### src/rtl/mux_scan_ctrl.sv
// Scan sequencer for the 8:1 mux path: drives a latched word onto the mux inputs,
// walks the select lines, samples the mux output per index and flags a match.
module mux_scan_ctrl #(
    parameter int SEL_W = 3,
    parameter int DWELL = 1
) (
    input  logic                  clk,
    input  logic                  rst,
    input  logic                  start,
    input  logic [2**SEL_W-1:0]   data_in,
    input  logic                  y_in,
    output logic [2**SEL_W-1:0]   data_out,
    output logic [SEL_W-1:0]      sel,
    output logic                  busy,
    output logic                  done,
    output logic [2**SEL_W-1:0]   captured,
    output logic                  match
);

    localparam int N = 2**SEL_W;
    localparam logic [3:0] CNT_RELOAD = 4'(DWELL - 1);

    if (DWELL < 1 || DWELL > 15) begin : g_dwell_check
        $error("mux_scan_ctrl: DWELL must be in 1..15");
    end

    typedef enum logic [1:0] {IDLE, SETTLE, SAMPLE, DONE} state_t;

    // state and cnt are kept as named internal signals so checkers can bind to them.
    state_t     state;
    logic [3:0] cnt;
    logic [N-1:0] captured_next;

    always_comb begin
        captured_next      = captured;
        captured_next[sel] = y_in;
    end

    // Handshake: start is a request honoured only in IDLE; busy is high from the
    // accepting edge until DONE is entered; done pulses for exactly one cycle.
    always_ff @(posedge clk) begin
        if (rst) begin
            state    <= IDLE;
            cnt      <= '0;
            data_out <= '0;
            sel      <= '0;
            busy     <= 1'b0;
            done     <= 1'b0;
            captured <= '0;
            match    <= 1'b0;
        end else begin
            case (state)
                IDLE: begin
                    done <= 1'b0;
                    if (start) begin
                        data_out <= data_in;
                        sel      <= '0;
                        captured <= '0;
                        match    <= 1'b0;
                        cnt      <= CNT_RELOAD;
                        busy     <= 1'b1;
                        state    <= SETTLE;
                    end
                end
                SETTLE: begin
                    if (cnt == 4'd0) state <= SAMPLE;
                    else             cnt   <= cnt - 4'd1;
                end
                SAMPLE: begin
                    captured <= captured_next;
                    if (sel == '1) begin
                        busy  <= 1'b0;
                        done  <= 1'b1;
                        match <= (captured_next == data_out);
                        state <= DONE;
                    end else begin
                        sel   <= sel + 1'b1;
                        cnt   <= CNT_RELOAD;
                        state <= SETTLE;
                    end
                end
                DONE: begin
                    done  <= 1'b0;
                    state <= IDLE;
                end
                default: state <= IDLE;
            endcase
        end
    end

endmodule

### config.mk
export PLATFORM = sky130hd
export DESIGN_NAME = mux_scan_ctrl
export DESIGN_NICKNAME = d
export VERILOG_FILES = /design/src/rtl/mux_scan_ctrl.sv
export SDC_FILE = /design/constraint.sdc
export NUM_CORES = 1
export LEC_CHECK = 0
export ABC_CLOCK_PERIOD_IN_PS = 2300
export CAP_MARGIN = 20
export CORE_MARGIN = 5
export CORE_UTILIZATION = 51
export CTS_BUF_LIST = sky130_fd_sc_hd__clkbuf_16
export CTS_CLUSTER_SIZE = 28
export DETAILED_ROUTE_END_ITERATION = 6
export PLACE_DENSITY = 0.86
export SYNTH_ARGS = -nofsm -noshare
export SYNTH_HDL_FRONTEND = slang
export SYNTH_SLANG_ARGS = --single-unit
export TNS_END_PERCENT = 50
### constraint.sdc
create_clock -name clk -period 2.3 [get_ports clk]
set_input_delay 0.345 -clock clk [delete_from_list [all_inputs] [get_ports clk]]
set_output_delay 0.345 -clock clk [all_outputs]
set_load 0.05 [all_outputs]
==> summary.txt, run 1 <==
Run status
  – Outcome: complete, no violations

Timing
  – Highest clock rate: around 480 MHz
  – Final setup viols: 0
  – Final setup TNS: 0 ps
  – Setup Skew: 7.87 ps
  – RSZ-0062 raised after global routing: false
  – Max-slew violations: 0
  – Final Hold Viols: 0
  – Final min period: around 2100 ps
  – Rel. slew slack: 0.366
  – Crit share post-route: 0.906
  – Worst-margin pin slew: 925 ps
  – Worst hold slack: 473 ps

Worst hold path
  – Hold EP: done$_SDFFE_PP0P_
  – Hold Crit Start: done$_SDFFE_PP0P_
  – Hold path depth: 2
  – Hold Crit Class: flop to flop

Die
  – CORE AREA: ~3300 um2
  – Core Rows: 21
  – Die area: 4660 um2
  – Initial core utilization: 0.522
  – Die Y: 68.2 um
  – Die X: 68.2 um
  – Ports: 34

Global route
  – GR Overflow Total: 0
  – M1 GR Usage: 0.273
  – Tot GR Track Use: 0.199
  – Met2 Use GR: 0.310
  – Vias in the first global route: 1507
  – Antenna violations before repair: 0
  – First-pass GRT wire length: roughly 7000 um
  – Most Crowded Layer GR: met2
  – Largest net degree at the start of global routing: 29
  – GR Util met3: 0.0427

Synth
  – Synth async-reset ratio: 0
  – Seq/Total Area, Yosys: 0.324
  – Synth Net Count: 240
  – Post-Syn Area: 1730 um2
  – Yosys warns: 0
  – Synth Register Bits: 28
  – Netlist cell types: 46
  – Post-synth top cells: nand2_1, dfxtp_1, a21oi_1, o21ai_0, clkbuf_1
  – Count leader, synth: nand2_1
  – Synth top area share: 0.324
  – Synth Instances: 220
  – Synthesized area per cell: roughly 8 um2
  – Number of enable flip-flop cells after synthesis: 0
  – Ys flop type: dfxtp_1
  – Most area-consuming cells after synthesis: dfxtp_1, a21oi_1, nand2_1
  – Leading area contributor after synthesis: dfxtp_1

Worst setup path
  – Reg2Reg Setup Slack: around 220 ps
  – Critical Path End Type: flop
  – R2r worst-path depth: 5
  – CP required: 2500 ps
  – Reg2reg start: state[0]$_SDFFE_PP0P_
  – CP Launch Point: state[0]$_SDFFE_PP0P_
  – CP Data Arrival Time: 2290 ps
  – CP startpoint kind: flop
  – Critical path class: flop to flop
  – Reg2reg end: captured[0]$_SDFFE_PP0P_
  – Crit-path max FO: 12

Cells and area
  – Area Overhead vs Synth: 27.6%
  – Fraction of layout cells with a size suffix above 1: 0.0643
  – Fill count: 300
  – Final nets: 270
  – Diode count: 0

Drt
  – DR vias: 1695
  – First-pass DRT Iterations: 5
  – Antenna viol nets, final: 0
  – Routed WL: 4360 um
  – DR DRC count: 0
  – Vias per inst: 5.75
  – Starting DRT DRC Count: 264
  – WL/cell: ~15 um

Job
  – Number of max-cap violations: 0

Power
  – NetSw: 0.415 mW
  – Switching part of the total power: 0.296
  – VDD IR-drop max: 0.000444 V
  – Part of the power in registers: 0.384
  – Leak Pwr: 0.868 nW
  – Clock Power Share: 0.366
  – P_int: 0.989 mW
  – Power per cell area: around 640 nW/um2
  – Combinational fraction of design power: 0.250

Clock tree
  – Hold buffer count at CTS: 0
  – CTS tree: done
  – Post-CTS setup buffer count: 0
  – Clock Latency Late Sink: 270 ps
  – Root Buffer: clkbuf_16
  – Clock slew at reported path FFs: 70 ps
  – Clock sink total: 28
  – Post-CTS sizing: 0
  – CTS max path bufs: 2
  – H-tree levels: 1
  – CTS Buf Count: 3

Placement
  – IO buf count: 33
  – Gpl congestion: 0.865
  – HPWL after DPL: 3040 um
-- worst max-delay path by stage --
stage                               endpoint  slack, ps  cells after the start
floorplan                 match$_SDFFE_PP0P_        200                      7
global placement    captured[4]$_SDFFE_PP0P_        330                      5
detailed placement        match$_SDFFE_PP0P_        270                      7
CTS                       match$_SDFFE_PP0P_        250                      7
global route        captured[6]$_SDFFE_PP0P_         20                      6
finish              captured[0]$_SDFFE_PP0P_        220                      5
-- power groups by stage --
stage          Clock [mW]  Combinational [mW]  Sequential [mW]
3_5_place_dp            0               0.344            0.549
2_1_floorplan           0               0.182            0.603
6_report            0.515               0.351            0.539
4_1_cts             0.516               0.348            0.538
5_1_grt             0.538               0.379            0.542
3_3_place_gp            0               0.337            0.549
-- cell type report --
class / instances / area [um2] / area share
Inverter: 8 / 30.0 / 0.0136
Clock buffer: 3 / 75.1 / 0.0340
Clock inverter: 1 / 30.0 / 0.0136
Sequential cell: 28 / 561 / 0.254
Multi-Input combinational cell: 169 / 1070 / 0.485
Timing Repair Buffer: 40 / 383 / 0.173
Tap cell: 46 / 57.6 / 0.0261
-- routing by layer --
metal	share of wire	wire (um)
met2	0.47	2050
met1	0.42	1810
met4	0.017	76
met5	0	0
met3	0.096	418
-- state kept, by name, summed over array words and instances (netlist names) --
register	count
captured	8
data_out	8
cnt	4
sel	3
state	2
busy	1
done	1
match	1
-- cell families (layout without fill, tap and decap cells) --
family	after synthesis	in the layout	synth area share
and+or+nand+nor	90	90	0.283
AOI/OAI and AO/OA	56	56	0.197
DFF	28	28	0.324
buffers and inverters	23	52	0.0564
adders and majority gates	8	8	0.0579
xor gates and xnor gates	8	8	0.0405
muxes	7	7	0.0412
-- worst max-delay path, stage by stage, from the launching register on --
cell and delay, ps:
dfxtp_1 390, inv_1 100, ha_1 360, mux2i_1 760, o21ai_0 240, a21oi_1 160
-- through the flow --
stage | area (um2) | setup WS [ps] | std cells | power (mW) | util
floorplan | 1730 | 199 | 220 | 0.785 | -
global placement | 2100 | 330 | 291 | 0.885 | 0.635
detailed placement | 2100 | 265 | 291 | 0.893 | 0.635
CTS | 2210 | 250 | 295 | 1.40 | 0.667
global route | 2210 | 23.3 | 295 | 1.46 | 0.667
finish | 2210 | 216 | 295 | 1.40 | 0.667
-- layout by cell type (no fill, tap or decap), types with 4 or more instances in the layout --
cell type	n
xor2_1	8
a21oi_1	23
nand3_1	4
dfxtp_1	28
nand2b_1	4
inv_1	8
nor3b_1	7
nand2_1	30
o21ai_0	14
nor2_1	9
buf_4	7
and3_1	8
clkdlybuf4s50_1	33
mux2i_1	6
ha_1	8
nor2b_1	8
Note: power is estimated with default switching activity, not from simulation.
==> inputs of run 2 (changes only) <==
--- a/config.mk
+++ b/config.mk
@@ -8,11 +8,12 @@
 export ABC_CLOCK_PERIOD_IN_PS = 2300
 export CAP_MARGIN = 20
 export CORE_MARGIN = 5
-export CORE_UTILIZATION = 51
+export CORE_UTILIZATION = 45
 export CTS_BUF_LIST = sky130_fd_sc_hd__clkbuf_16
 export CTS_CLUSTER_SIZE = 28
 export DETAILED_ROUTE_END_ITERATION = 6
-export PLACE_DENSITY = 0.86
+export DONT_BUFFER_PORTS = 1
+export PLACE_DENSITY = 0.67
 export SYNTH_ARGS = -nofsm -noshare
 export SYNTH_HDL_FRONTEND = slang
 export SYNTH_SLANG_ARGS = --single-unit
==> summary.txt, run 2 (synthesis gave the netlist of run 1 again) <==
Cells and area
  – Final nets: 250 (was 270)
  – Fill count: 365 (was 300)
  – Most common cell after layout, fill and taps aside: nand2_1 (was clkdlybuf4s50_1)
  – Area Overhead vs Synth: 12.8% (was 27.6%)
  – Final instance area: 1950 um2 (was 2210 um2)
  – Diode count: 0 (unchanged)
  – Most frequent cells in the layout: nand2_1, dfxtp_1, a21oi_1, buf_4, o21ai_0 (was clkdlybuf4s50_1, nand2_1, dfxtp_1, a21oi_1, o21ai_0)
  – Fraction of layout cells with a size suffix above 1: 0.122 (was 0.0643)
  – Biggest regs: captured x8, data_out x8, cnt x4 (unchanged)

Job
  – Number of max-cap violations: 0 (unchanged)

Global route
  – Antenna violations before repair: 0 (unchanged)
  – GR Overflow Total: 0 (unchanged)
  – Tot GR Track Use: 0.166 (was 0.199)
  – Vias in the first global route: 1435 (was 1507)
  – First-pass GRT wire length: 6870 um (was 6980 um)
  – Largest net degree at the start of global routing: 30 (was 29)

Worst setup path
  – Critical path class: flop to flop (unchanged)
  – Crit-path max FO: 11 (was 12)
  – R2r worst-path depth: 6 (was 5)
  – CP Cell Sequence: ha_1 -> ha_1 -> a21oi_1 -> nand3_1 -> or4b_1 -> a21oi_1 (was inv_1 -> ha_1 -> mux2i_1 -> o21ai_0 -> a21oi_1)
  – CP max stage cell: or4b_1 (was mux2i_1)
  – Critical Path End Type: flop (unchanged)
  – CP required: 2500 ps (about the same)
  – Crit path largest cell delay: 480 ps (was 760 ps)
  – CP startpoint kind: flop (unchanged)
  – Reg2Reg Setup Slack: 400 ps (was 220 ps)
  – Reg2reg end: cnt[2]$_SDFFE_PP0P_ (was captured[0]$_SDFFE_PP0P_)
  – Reg2reg start: sel[0]$_SDFFE_PP0P_ (was state[0]$_SDFFE_PP0P_)
  – CP Data Arrival Time: 2100 ps (was 2290 ps)

Placement
  – Gpl congestion: 0.892 (was 0.865)
  – IO buf count: 0 (was 33)
  – HPWL after DPL: 2960 um (was 3040 um)
  – Dpl ws: 426 ps (was 265 ps)
  – DP Area: 1870 um2 (was 2100 um2)

Clock tree
  – CTS tree: done (unchanged)
  – Post-CTS setup buffer count: 0 (unchanged)
  – CTS Buf Count: 3 (unchanged)
  – Clock slew at reported path FFs: 70 ps (about the same)
  – Post-CTS sizing: 0 (unchanged)
  – Hold buffer count at CTS: 0 (unchanged)
  – H-tree levels: 1 (unchanged)
  – CTS max path bufs: 2 (unchanged)
  – Root Buffer: clkbuf_16 (unchanged)
  – Clock sink total: 28 (unchanged)
  – Clock Latency Late Sink: 260 ps (was 270 ps)

Die
  – Die Y: 72.0 um (was 68.2 um)
  – CORE AREA: 3690 um2 (was 3310 um2)
  – Ports: 34 (unchanged)
  – Die area: 5180 um2 (was 4660 um2)
  – Die X: 72.0 um (was 68.2 um)
  – Core Rows: 22 (was 21)
  – Initial core utilization: 0.469 (was 0.522)

Timing
  – Final setup TNS: 0 ps (unchanged)
  – RSZ-0062 raised after global routing: false (unchanged)
  – Highest clock rate: 527 MHz (was 480 MHz)
  – Worst-margin pin slew: 668 ps (was 925 ps)
  – Final setup viols: 0 (unchanged)
  – Worst Slack Setup Final: 402 ps (was 216 ps)
  – Rel. slew slack: 0.554 (was 0.366)
  – Crit share post-route: 0.825 (was 0.906)
  – Max-slew violations: 0 (unchanged)
  – Setup Skew: 2.93 ps (was 7.87 ps)
  – Final Hold Viols: 0 (unchanged)
  – Final min period: 1900 ps (was 2080 ps)
  – Worst hold slack: 143 ps (was 473 ps)

Worst hold path
  – Hold Crit Start: rst (was done$_SDFFE_PP0P_)
  – Hold path depth: 1 (was 2)
  – Hold Crit Class: input port to flop (was flop to flop)
  – Hold EP: cnt[0]$_SDFFE_PP0P_ (was done$_SDFFE_PP0P_)

Power
  – Power per cell area: 638 nW/um2 (was 636 nW/um2)
  – Leak Pwr: 0.807 nW (was 0.868 nW)
  – Total power: 1.24 mW (was 1.40 mW)
  – VDD IR-drop max: 0.000414 V (was 0.000444 V)

Drt
  – First-pass DRT Iterations: 4 (was 5)
  – Vias per inst: 5.54 (was 5.75)
  – Starting DRT DRC Count: 101 (was 264)
  – Antenna viol nets, final: 0 (unchanged)
  – DR DRC count: 0 (unchanged)
  – WL/cell: 14.7 um (was 14.8 um)
  – Routed WL: 4080 um (was 4360 um)
  – DR vias: 1535 (was 1695)

Run status
  – Outcome: complete, no violations (unchanged)
run 2: metrics by stage:
stage,cells,utilization
final,277,0.529
after CTS,277,0.529
after floorplan,220,-
after global routing,277,0.529
after global placement,273,0.507
after detailed placement,273,0.507
run 2: how the worst max path moves through the flow:
stage	startpoint	slack (ps)	cells after the start	to
floorplan	sel[1]$_SDFFE_PP0P_	200	7	match$_SDFFE_PP0P_
global placement	sel[0]$_SDFFE_PP0P_	490	6	cnt[2]$_SDFFE_PP0P_
detailed placement	sel[0]$_SDFFE_PP0P_	430	6	cnt[2]$_SDFFE_PP0P_
CTS	sel[0]$_SDFFE_PP0P_	410	6	cnt[2]$_SDFFE_PP0P_
global route	sel[2]$_SDFFE_PP0P_	180	5	match$_SDFFE_PP0P_
finish	sel[0]$_SDFFE_PP0P_	400	6	cnt[2]$_SDFFE_PP0P_
run 2: power by group:
| part | total [mW] | switching, mW | internal, mW |
|---|---|---|---|
| Clock | 0.406 | 0.172 | 0.234 |
| Sequential | 0.557 | 0.0488 | 0.508 |
| Combinational | 0.282 | 0.177 | 0.105 |
| Total | 1.24 | 0.398 | 0.847 |
run 2: area by class of cell:
class / instances / area (um2) / share of cell area
clock inverter: 1 / 3.75 / 0.00192
clock buffer: 3 / 75.1 / 0.0385
multi-input combinational: 169 / 1070 / 0.549
inverter: 8 / 30.0 / 0.0154
sequential: 28 / 561 / 0.287
tap: 48 / 60.1 / 0.0308
timing repair buffer: 20 / 150 / 0.0770
run 2: critical path: cells and delay by family, from the launching register on:
family / cells / cell delay (ps)
simple gates: 2 / 630
fa+ha+maj: 2 / 500
compound gates: 2 / 370
flops: 1 / 330
run 2: routing by layer:
metal	global-route usage	vias to the layer above	wire, um
met5	0	-	0
met3	0.0526	4	310
met2	0.240	37	1720
met4	0.0585	0	55
met1	0.231	698	1990
li1	-	796	-
==> inputs of run 3 (changes only) <==
--- a/config.mk
+++ b/config.mk
@@ -5,7 +5,7 @@
 export SDC_FILE = /design/constraint.sdc
 export NUM_CORES = 1
 export LEC_CHECK = 0
-export ABC_CLOCK_PERIOD_IN_PS = 2300
+export ABC_CLOCK_PERIOD_IN_PS = 1950
 export CAP_MARGIN = 20
 export CORE_MARGIN = 5
 export CORE_UTILIZATION = 45
==> constraint.sdc (replaced) <==
create_clock -name clk -period 1.95 [get_ports clk]
set_input_delay 0.2925 -clock clk [delete_from_list [all_inputs] [get_ports clk]]
set_output_delay 0.2925 -clock clk [all_outputs]
set_load 0.05 [all_outputs]
==> summary.txt, run 3 (synthesis gave the netlist of run 1 again) <==
Run status
  – Outcome: complete, no violations (unchanged)

Global route
  – First-pass GRT wire length: 7180 um (was 6870 um)
  – GR Overflow Total: 0 (unchanged)
  – Largest net degree at the start of global routing: 30 (unchanged)
  – Tot GR Track Use: 0.171 (was 0.166)
  – Antenna violations before repair: 0 (unchanged)
  – GR Util met3: 0.0499 (was 0.0526)
  – M1 GR Usage: 0.232 (was 0.231)
  – Vias in the first global route: 1486 (was 1435)
  – Most Crowded Layer GR: met2 (unchanged)
  – Met2 Use GR: 0.261 (was 0.240)

Timing
  – Worst Slack Setup Final: 166 ps (was 402 ps)
  – Worst-margin pin slew: 575 ps (was 668 ps)
  – Max-slew violations: 0 (unchanged)
  – Setup Skew: 2.66 ps (was 2.93 ps)
  – Final setup viols: 0 (unchanged)
  – Worst hold slack: 88.4 ps (was 143 ps)
  – Final setup TNS: 0 ps (unchanged)
  – Crit share post-route: 0.915 (was 0.825)
  – RSZ-0062 raised after global routing: false (unchanged)
  – Final min period: 1780 ps (was 1900 ps)
  – Final Hold Viols: 0 (unchanged)
  – Rel. slew slack: 0.616 (was 0.554)
  – Highest clock rate: 560 MHz (was 527 MHz)

Drt
  – First-pass DRT Iterations: 5 (was 4)
  – DR vias: 1569 (was 1535)
  – Starting DRT DRC Count: 108 (was 101)
  – Antenna viol nets, final: 0 (unchanged)
  – DR DRC count: 0 (unchanged)
  – Routed WL: 4180 um (was 4080 um)
  – Vias per inst: 5.54 (about the same)
  – WL/cell: 14.8 um (was 14.7 um)

Placement
  – IO buf count: 0 (unchanged)
  – Gpl congestion: 0.812 (was 0.892)
  – DP Area: 1930 um2 (was 1870 um2)
  – Placed cells: 280 (was 273)
  – HPWL after DPL: 3140 um (was 2960 um)
  – Dpl ws: 135 ps (was 426 ps)

Cells and area
  – Area Overhead vs Synth: 15.8% (was 12.8%)
  – Final nets: 257 (was 250)
  – Fraction of layout cells with a size suffix above 1: 0.162 (was 0.122)
  – Fill count: 364 (was 365)
  – Final instance area: 2000 um2 (was 1950 um2)
  – Final Instance Count excl. Fillers: 283 (was 277)
  – Storage cell area: 564 um2 (was 561 um2)
  – Most common cell after layout, fill and taps aside: nand2_1 (unchanged)
  – Biggest regs: captured x8, data_out x8, cnt x4 (unchanged)
  – Multi-input combinational cell area: 1070 um2 (unchanged)
  – Most frequent cells in the layout: nand2_1, buf_4, dfxtp_1, a21oi_1, o21ai_0 (was nand2_1, dfxtp_1, a21oi_1, buf_4, o21ai_0)
  – Util after Layout: 0.543 (was 0.529)
  – Diode count: 0 (unchanged)

Worst setup path
  – Crit-path max FO: 6 (was 11)
  – Critical Path End Type: flop (unchanged)
  – CP Data Arrival Time: 1980 ps (was 2100 ps)
  – CP Launch Point: sel[0]$_SDFFE_PP0P_ (unchanged)
  – Reg2reg start: sel[0]$_SDFFE_PP0P_ (unchanged)
  – CP startpoint kind: flop (unchanged)
  – Critical path class: flop to flop (unchanged)
  – CP required: 2150 ps (was 2500 ps)

Die
  – Ports: 34 (unchanged)
  – Die Y: 72.0 um (unchanged)
  – CORE AREA: 3690 um2 (unchanged)
  – Die X: 72.0 um (unchanged)
  – Core Rows: 22 (unchanged)
  – Die area: 5180 um2 (unchanged)
  – Initial core utilization: 0.469 (unchanged)

Worst hold path
  – Hold Crit Start: rst (unchanged)
  – Hold Crit Class: input port to flop (unchanged)

Power
  – Leak Pwr: 0.844 nW (was 0.807 nW)
  – P_int: 1.01 mW (was 0.847 mW)
  – Clock Power Share: 0.315 (was 0.326)
  – Part of the power in registers: 0.434 (was 0.447)
  – Power per cell area: 736 nW/um2 (was 638 nW/um2)
  – VDD IR-drop max: 0.000446 V (was 0.000414 V)
  – Switching part of the total power: 0.314 (was 0.319)
  – NetSw: 0.463 mW (was 0.398 mW)
  – Combinational fraction of design power: 0.251 (was 0.227)
  – Total power: 1.47 mW (was 1.24 mW)

Job
  – Number of max-cap violations: 0 (unchanged)

Clock tree
  – Root Buffer: clkbuf_16 (unchanged)
  – Hold buffer count at CTS: 0 (unchanged)
  – CTS Buf Count: 3 (unchanged)
  – CTS max path bufs: 2 (unchanged)
  – Clock slew at reported path FFs: 60 ps (was 70 ps)
  – CTS tree: done (unchanged)
  – Clock sink total: 28 (unchanged)
  – Clock Latency Late Sink: 260 ps (about the same)
  – H-tree levels: 1 (unchanged)
## run 3: cell count changes in the layout (fill, tap and decap cells not counted)
cell      change
buf_4         +7
clkinv_1      -1
dfxtp_1       -3
dfxtp_2       +3
## run 3: routing by layer
layer  vias to the layer above  part of all wire  routed length, um
met1                       717              0.47               1970
met5                         -                 0                  0
met2                        42              0.44               1830
li1                        805                 -                  -
met4                         0             0.012                 51
met3                         5             0.079                329
## run 3: power groups by stage
stage               registers (mW)  logic, mW  clock network, mW
detailed placement           0.652      0.368                  0
floorplan                    0.711      0.215                  0
finish                       0.640      0.370              0.464
global route                 0.644      0.408              0.510
CTS                          0.638      0.371              0.481
global placement             0.649      0.366                  0
## run 3: worst paths after layout
| check | endpoint | slack (ps) | cells after the start |
|---|---|---|---|
| hold reg to reg | cnt[0]$_SDFFE_PP0P_ | 480 | 2 |
| hold / removal | cnt[0]$_SDFFE_PP0P_ | 90 | 1 |
| setup / recovery | cnt[2]$_SDFFE_PP0P_ | 170 | 6 |
| setup reg to reg | cnt[2]$_SDFFE_PP0P_ | 170 | 6 |
## run 3: worst max-delay path, stage by stage, from the launching register on
cell and delay [ps]:
dfxtp_2 350, ha_1 200, ha_1 220, a21oi_1 180, nand3_1 160, or4b_1 490, a21oi_1 140
## run 3: area by class of cell
type / count / share of cell area
multi-input cells: 169 / 0.535
inverters: 8 / 0.0150
flip-flops and latches: 28 / 0.282
well taps: 48 / 0.0300
clock buffers: 3 / 0.0375
repair buffers: 27 / 0.101
## run 3: repair_timing
| item | 4_1_cts | 5_1_grt |
|---|---|---|
| endpoints found under the setup margin | 0 | 2 |
| setup buffers | 0 | 0 |
| gates resized for setup | 0 | 1 |
